===== src/rtl/retire_counter.sv =====
// Retired-instruction counter: counts instrDone pulses, wrapping at 2^WIDTH.
module retire_counter #(
    parameter int WIDTH = 32
) (
    input  logic             clock,
    input  logic             reset,
    input  logic             instrDone,
    output logic [WIDTH-1:0] count_o
);

    logic [WIDTH-1:0] count_q;

    always_ff @(posedge clock or posedge reset) begin
        if (reset) begin
            count_q <= '0;
        end else if (instrDone) begin
            count_q <= count_q + WIDTH'(1);
        end
    end

    assign count_o = count_q;

endmodule


===== config.mk =====
export PLATFORM = sky130hd
export DESIGN_NAME = retire_counter
export DESIGN_NICKNAME = d
export VERILOG_FILES = /design/src/rtl/retire_counter.sv
export SDC_FILE = /design/constraint.sdc
export NUM_CORES = 1
export LEC_CHECK = 0
export ABC_AREA = 1
export CORE_MARGIN = 1
export CORE_UTILIZATION = 55
export DETAILED_ROUTE_END_ITERATION = 7
export HOLD_SLACK_MARGIN = 0.02
export PLACE_DENSITY = 0.83
export SETUP_SLACK_MARGIN = 0.3
export SYNTH_ARGS = -nofsm -noshare
export SYNTH_HDL_FRONTEND = slang
export SYNTH_SLANG_ARGS = --single-unit

===== constraint.sdc =====
create_clock -name clock -period 4.07 [get_ports clock]
set_input_delay 0.6105 -clock clock [delete_from_list [all_inputs] [get_ports clock]]
set_output_delay 0.6105 -clock clock [all_outputs]
set_load 0.02 [all_outputs]

Word-level counts from Yosys, hierarchy flattened
Cells that the tools add are included.
- register bits: 32
- memories: 0
- memory bits (writable): 0
- ROM bits: 0
- output and inout port bits: 32
- bits in latches: 0
- bits of input ports: 3
- bitwise gates (word level): 0
- muxes and demuxes: 0
- $lt $le $gt $ge: 0
- reduce and logical (&&, ||, !) cells: 0
- divide/modulo/power cells: 0
- eq/ne operators: 0
- $add $sub $neg: 1
- shifts and indexed selects: 0
- multipliers: 0
- operators by type and width (operator ; count):
    $add A32 B1 Y32 const B ; 1

Longest topological paths before layout
Gate-level depths: netlist of the first run.
- depth in word-level cells: 1
- depth in mapped cells: 9

Worst setup path before layout of the first run
No wires, ideal clock.
- path type: reg-to-reg
- from: reg count_q[0], in the netlist count_o[0]
- to: reg count_q[26], in the netlist count_o[26]
- clock period less this slack: 1489 ps
- arrival: 1371 ps
- path buffers: 0
- path slack: 2581 ps
- stages on the path, launching flop included: 9
- data required time: 3953 ps
- path through: dfrtp_1 -> ha_1 -> nand2_1 -> nor2_4 -> nand3_2 -> nor2_4 -> nand3_1 -> nand2_1 -> nand2_1
- cells in the longest elaborated chain, start to end: 1
- RTL lines (what ; RTL line ; text):
    from (decl) ; 11 ; logic [WIDTH-1:0] count_q;
    from (signal assigned) ; 17 ; count_q <= count_q + WIDTH'(1);
    $add A32 B1 Y32 ; 17 ;
Every way passes these cells.
A chain may end at the register's enable or synchronous reset.

Worst setup path in the final report of the first run
- from: reg count_q[5], in the netlist count_o[5]
- to: out count_o[5]
- RTL lines (what ; RTL line ; text):
    to (decl) ; 8 ; output logic [WIDTH-1:0] count_o
No word-level cell between the ends.

==> results of run 1 <==
kinds of logic after synthesis:
| family | Yosys count | synth area share |
|---|---|---|
| flip-flops | 32 | 0.463 |
| multiplexers | 1 | 0.00651 |
| XOR/XNOR | 21 | 0.106 |
| adder cells (fa/ha/maj) | 1 | 0.00723 |
| buffers and inverters | 28 | 0.0607 |
| AND/OR/NAND/NOR | 124 | 0.356 |
report_power, final:
group          internal (µW)  switching, µW
Combinational           91.2            110
Clock                   63.5           98.1
Sequential               351           45.0
Total                    506            253
cell usage in the layout (no fill, tap or decap), drive strengths merged:
cell           netlist  routed
nor2                29      29
ha                   1       1
and2                 1       1
nor3                 1       1
clkdlybuf4s50        0      34
mux2                 1       1
nand3               13      13
xnor2                7       7
buf                  0       1
inv                 28      28
xor2                14      14
nand3b               2       2
nand4               12      12
clkbuf               0       6
clkinv               0       1
nand2               66      66
dfrtp               32      32
layer usage:
layer | wire length [µm] | vias to the layer above | global-route usage | share of wire
met3 | 124 | 7 | 0.0491 | 0.036
met1 | 1720 | 653 | 0.338 | 0.50
met2 | 1510 | 36 | 0.366 | 0.44
met5 | 0 | - | 0 | 0
li1 | - | 729 | - | -
met4 | 62 | 0 | 0.0986 | 0.018
metrics by stage:
step	power, µW	hold slack (ns)
6_report	759	0.519
3_5_place_dp	604	0.505
3_3_place_gp	602	0.479
2_1_floorplan	516	0.593
5_1_grt	804	0.556
4_1_cts	765	0.527
area by class of cell:
type | count | area [µm²]
multi-input combinational | 147 | 825
sequential | 32 | 801
fill | 209 | 699
timing repair buffer | 35 | 348
inverter | 28 | 105
tap | 42 | 52.6
clock buffer | 6 | 41.3
clock inverter | 1 | 5.00
worst max-delay path by stage:
stage / end / cells past startpoint
3_5_place_dp: count_o[30] / 8
6_report: count_o[5] / 1
5_1_grt: count_o[5] / 1
4_1_cts: count_o[5] / 1
3_3_place_gp: count_o[30] / 8
2_1_floorplan: count_o[26] / 8
==> results by group, run 1 <==
Floorplanning
  • Chip width: between 50 and 60 µm
  • Rows: 19
  • Die area: approximately 3400 µm²
  • Core Region: 2880 µm²
  • I/O pin count: 35
  • Initial core utilization: 0.602
  • Chip Height: 58.1 µm

Min path
  • Worst hold path class: flip-flop to flip-flop
  • Hold path start: count_o[31]
  • Hold Path Cell Cnt: 2
  • Hold EP: count_o[31]

Clocking
  • Hold buffer count at CTS: 0
  • CTS tree: yes
  • CTS resizes: 0
  • Num CTS Buffers: 5
  • Clk root buf: clkbuf_4
  • H-tree levels: 2
  • Clk sinks: 32
  • Clock Path Buffers: 2
  • Clk pin slew, worst setup/hold paths: approximately 0.090 ns
  • Skew-Pair Late Insertion Delay: 0.32 ns
  • Post-CTS Setup Inserts: 0

Drt
  • Final wirelength: 3.42 mm
  • DR DRC count: 0
  • DR vias: 1425
  • Wirelength per Cell: approximately 12 µm
  • Drt via density: 4.90
  • DRT Pass-1 Iters: 4
  • ANT nets after route: 0
  • DRT iter0 DRCs: 41

Logic synthesis
  • Post-synthesis area per instance: 8.36 µm²
  • Synth top cells by count: nand2_1 (59), dfrtp_1 (32), inv_1 (28)
  • Most common cell in the netlist: nand2_1
  • Most used DFF post-synth: dfrtp_1
  • Largest area contributor in the netlist: dfrtp_1
  • Register area share after synthesis: 0.463
  • Yosys cell types: 19
  • Top-area cell type share of the netlist area: 0.463
  • Ys async rst share: 1.00
  • Syn Inst Count: ~210
  • Post-Syn Nets: 211
  • YS warnings: 0
  • Synthesized area: 1730 µm²
  • Top cells by area, synth: dfrtp_1 (46%), nand2_1 (13%), xor2_1 (7.1%)
  • EDFF count, synth: 0
  • Register bit count reported by yosys: 32

Timing
  • Slew Limit Headroom: 0.743
  • Final setup margin: 1.96 ns
  • RSZ-0062 raised after global routing: false
  • Final hold viol count: 0
  • Final setup violation count: 0
  • F_max: 475 MHz
  • Setup TNS: 0 ns
  • Slew @ Worst Pin: about 0.38 ns
  • Post-route minimum period: roughly 2.1 ns
  • Clock skew: 0.0116 ns
  • Max-slew violations: 0
  • Fin crit share: 0.517

Global routing
  • Largest net degree at the start of global routing: 33
  • Initial antenna violation count: 0
  • Total GRT Usage: 0.241
  • Global-route wire length before repair: 6.08 mm
  • GRT overflow: 0
  • Number of global-route vias before repair: 1353

Layout
  • Max reg flops: 32
  • Antenna cell count: 0
  • Final Util: 0.757
  • Finished Layout Cells: 291
  • Layout area overhead: 25.8%
  • Final #Nets: 253
  • Share of cells above drive strength 1: 0.100
  • Final instance area: 2180 µm²

Setup path
  • Critical Path Source Type: flip-flop
  • Worst setup path class: flip-flop to output port
  • CP peak stage delay: 0.66 ns
  • Worst Path Max Fanout: 7
  • CP delay by family, top: buffers and inverters
  • Crit path arrival time: 1.49 ns
  • Critical Path Source: count_o[5]
  • Crit-path slowest cell: clkdlybuf4s50_1
  • Cell-by-cell trace of the critical path: clkdlybuf4s50_1
  • R2R Path Start: count_o[0]
  • CP Capture Type: output port
  • Buffers & Inverters on Critical Path: 1
  • Critical Path RT: 3.46 ns
  • R2r setup slk: about 2.6 ns
  • Worst Reg2Reg Path Length in Cells: 8
  • Worst r2r dst: count_o[30]

Placed design
  • Placed cells: 284
  • Number of port buffers: 34
  • DP Area: 2130 µm²
  • Pre-CTS WS: 1.92 ns
  • Final HPWL DP: around 2.6 mm
  • Gp weighted congestion: 0.802

Job
  • Max-cap viol count: 0

Power and ir drop
  • Pwr dens: 349 nW/µm²
  • Leak: 0.00105 µW
  • Max IR drop VDD: between 0.0003 and 0.0004 V

Status
  • Status: complete, no violations
(Power assumes the default switching activity.)
==> inputs of run 2 (changes only) <==
CORE_UTILIZATION = 46   (was 55)
PLACE_DENSITY = 0.74   (was 0.83)
clock period = 1.82 ns   (was 4.07 ns; I/O delays follow)
==> run 2 against run 1 <==
Effect of this change: combinational power up 130%; clock power rose to 3.1 times the previous value; sequential power up 120%; first-iteration DRC count rose to 2.7 times the previous value; die area up 19%; critical endpoint is now count_o[24]; largest power group unchanged; highest routed layer unchanged.
==> results by group, run 2 (same netlist as run 1, synthesis figures left out) <==
Floorplanning
  • Core Region: 3470 µm² (+21%)
  • Rows: 21 (+2)
  • I/O pin count: 35 (unchanged)
  • Chip Height: 63.3 µm (+9.0%)
  • Initial core utilization: 0.499 (-0.103)
  • Chip width: 63.3 µm (+9.0%)
  • Die area: 4010 µm² (+19%)

Drt
  • DRT Pass-1 Iters: 4 (unchanged)
  • Final wirelength: 3.92 mm (+15%)
  • Wirelength per Cell: 13.1 µm (+12%)
  • DR vias: 1482 (+4.0%)
  • DR DRC count: 0 (unchanged)
  • ANT nets after route: 0 (unchanged)
  • Drt via density: 4.96 (+1.2%)
  • DRT iter0 DRCs: 111 (+170%)

Layout
  • Commonest cells after routing, fill and taps aside: nand2_1 (58), dlygate4sd2_1 (32), dfrtp_1 (31), inv_1 (28), nor2_1 (20)
  • Max reg flops: 32 (unchanged)
  • Final Util: 0.644 (-0.113)
  • Share of cells above drive strength 1: 0.138 (+0.0379)
  • Final #Nets: 257 (+1.6%)
  • Finished Layout Cells: 299 (+2.7%)
  • Fillers: 323 (+55%)
  • Layout area overhead: 29.0%
  • Most common cell after layout, fill and taps aside: nand2_1
  • Antenna cell count: 0 (unchanged)

Clocking
  • Skew-Pair Late Insertion Delay: 0.28 ns (-0.04 ns)
  • Num CTS Buffers: 5 (unchanged)
  • Clk sinks: 32 (unchanged)
  • Hold buffer count at CTS: 0 (unchanged)
  • CTS tree: yes
  • H-tree levels: 2 (unchanged)
  • Clk root buf: clkbuf_8
  • Clk pin slew, worst setup/hold paths: 0.07 ns (-0.02 ns)
  • Clock Path Buffers: 2 (unchanged)

Timing
  • Post-route minimum period: 1.45 ns
  • Setup TNS: 0 ns (unchanged)
  • Slew @ Worst Pin: 0.401 ns (+0.0177 ns)
  • F_max: 690 MHz
  • Clock skew: 0.00632 ns (-0.00527 ns)
  • RSZ-0062 raised after global routing: true
  • Final hold viol count: 0 (unchanged)
  • Max-slew violations: 0 (unchanged)
  • Slew Limit Headroom: 0.731 (-0.0119)
  • Fin crit share: 0.797
  • Final setup violation count: 0 (unchanged)

Power and ir drop
  • Max IR drop VDD: 0.000565 V (+68%)
  • Pwr dens: 830 nW/µm² (+140%)
  • Leak: 0.00119 µW (+14%)
  • Total power draw: 1850 µW (+140%)

Setup path
  • Crit path arrival time: 1.63 ns (+0.14 ns)
  • Critical Path Source Type: flip-flop
  • Worst Reg2Reg Path Length in Cells: 8 (unchanged)
  • Worst setup path class: flip-flop to flip-flop
  • Critical Path RT: 2.00 ns (-1.46 ns)
  • R2R Path Start: count_o[1]
  • Critical Path Source: count_o[1]
  • Worst Path Max Fanout: 4 (-3)
  • CP Capture Type: flip-flop
  • R2r setup slk: 0.37 ns (-2.21 ns)

Placed design
  • Final HPWL DP: 2.82 mm (+9.4%)
  • Placed cells: 289 (+1.8%)
  • Number of port buffers: 34 (unchanged)
  • Gp weighted congestion: 0.820 (+2.2%)

Global routing
  • GRT overflow: 0 (unchanged)
  • Global-route wire length before repair: 6.62 mm (+8.9%)
  • Number of global-route vias before repair: 1454 (+7.5%)
  • Initial antenna violation count: 0 (unchanged)
  • Total GRT Usage: 0.214 (-0.0270)
  • Largest net degree at the start of global routing: 33 (unchanged)

Status
  • Status: complete, no violations

Job
  • Max-cap viol count: 0 (unchanged)

Min path
  • Worst hold path class: input pin to async pin
run 2: final timing paths:
path,end
min in group clock,count_o[31]
worst max-delay path,count_o[24]
max in group asynchronous,count_o[5]
worst max register to register,count_o[24]
worst min-delay path,count_o[18]
worst min register to register,count_o[31]
run 2: per-stage QoR:
step                hold slack [ns]  instance area [µm²]  setup WS [ns]
finish                        0.389                 2230          0.370
detailed placement            0.501                 2140         0.0106
global placement              0.482                 2140         0.0869
floorplan                     0.364                 1730          0.331
global route                  0.425                 2230          0.237
CTS                           0.397                 2200          0.313
run 2: cell type report:
cell class | instances | area, µm² | area share
Inverter | 28 | 105 | 0.0471
Clock buffer | 6 | 72.6 | 0.0325
Timing Repair Buffer | 38 | 330 | 0.148
Tap cell | 46 | 57.6 | 0.0258
Clock inverter | 1 | 5.00 | 0.00224
Sequential cell | 32 | 802 | 0.359
Multi-Input combinational cell | 148 | 860 | 0.385
run 2: repair_timing:
item | in CTS | in global routing
pin swaps | 4 | 6
cloned | 0 | 1
setup endpoints to repair | 33 | 10
buffers inserted | 2 | 0
resized for setup | 34 | 6
run 2: metal layers:
layer | vias up | part of all wire | track usage
met5 | - | 0 | 0
met4 | 0 | 0.016 | 0.0909
li1 | 733 | - | -
met1 | 694 | 0.48 | 0.278
met3 | 8 | 0.044 | 0.0580
met2 | 47 | 0.46 | 0.334
run 2: critical path, cell delays in order (launching register included):
cell     delay, ns
dfrtp_1       0.39
ha_2          0.20
nand2_2       0.08
nor2_4        0.16
nand4_1       0.15
nor2_2        0.19
nand2_1       0.08
nand2_1       0.06
nand2_1       0.04
run 2: power breakdown:
group / internal (µW) / total, µW / switching [µW]
Clock: 259 / 504 / 244
Sequential: 789 / 890 / 101
Combinational: 182 / 459 / 277
==> edit, RTL diff (settings of run 1) <==
The parameter `WIDTH` goes from 32 to 64.
--- a/src/rtl/retire_counter.sv
+++ b/src/rtl/retire_counter.sv
@@ -2,3 +2,3 @@
 module retire_counter #(
-    parameter int WIDTH = 32
+    parameter int WIDTH = 64
 ) (
Ports: changed (resized count_o); port bits go from 35 to 67. The function was not compared with the original's and may differ.
==> edit against run 1 <==
The flow now finishes with violations (design-rule violations); combinational power grew 10%; power increased by 87%; wire length rose to 2.8 times the old value; sequential cell count rose by 32; register-to-register slack lost 0.34 ns; count of clock-buffer cells in the layout is 6 higher; first-iteration DRC count grew to 6.1 times the old value; sequential power up 82%; setup slack worse by 0.19 ns; final area rose by 110%; fmax is 8.3% lower; area after synthesis rose by 110%; clock power rose to 2.9 times the old value; largest cell class unchanged; largest power group unchanged.
==> edit: results <==
group,metric,value,unit
clock_network,root_buffer,"clkbuf_8",
layout,drive_gt1_frac,0.0895,
timing,tightest_slew,0.819,ns
timing,skew,0.0101,ns
power_and_ir_drop,ir_worst_vdd,0.245,mV
clock_network,htreeDepth,3,
run_status,outcome,"complete, but fails checks",
power_and_ir_drop,p_clk_frac,0.334,
setup_path,arrival,2.52,ns
route,vias,3501,
timing,layout_setup_ws,1.77,ns
power_and_ir_drop,sequentialPowerShare,0.510,
route,wl,9400,um
route,drc,10,
setup_path,critPathMaxFanout,15,
setup_path,reg2reg_slack,2.24,ns
clock_network,numCtsBuffers,9,
clock_network,path_clk_slew,0.07,ns
synthesis,ys_types,20,
synthesis,synth_area_leaders,"dfrtp_1 43%, nand2_1 17%, nor2_1 8.3%",
worst_hold_path,hp-start,"count_o[63]",
setup_path,crit_path_start,"instrDone",
route,wl_met1,4330,um
run_status,failed_checks,"design-rule violations",
global_route,grt_usage,0.284,
global_route,grt_pass1_vias,3286,
route,drt_iter0_markers,250,
route,dr_wl_met3,683,um
route,dr_wl_met2,4160,um
-- edit: layer usage --
layer | global-route usage | up-vias
li1 | - | 1704
met1 | 0.399 | 1624
met2 | 0.437 | 151
met3 | 0.0452 | 22
met4 | 0.130 | 0
met5 | 0 | -
-- edit: layout make-up --
class,count,area [um2],share of cell area
multi-input combinational,389,1940,0.418
tap,77,96.3,0.0208
timing repair buffer,67,668,0.144
clock inverter,4,20.0,0.00431
sequential,64,1600,0.345
clock buffer,12,145,0.0313
inverter,45,169,0.0364
-- edit: cell families (layout without fill, tap and decap cells) --
| family | count (synthesis) | in the layout | synth area share |
|---|---|---|---|
| simple gates | 343 | 343 | 0.416 |
| xor+xnor | 42 | 42 | 0.0989 |
| fa+ha+maj | 1 | 1 | 0.00336 |
| buf+inv | 46 | 128 | 0.0474 |
| compound gates | 3 | 3 | 0.00404 |
| flops | 64 | 64 | 0.431 |
-- edit: worst max-delay path: cells and delay by family --
family,cells,cell delay [ns]
buffers and inverters,2,1.12
AND/OR/NAND/NOR,6,0.80
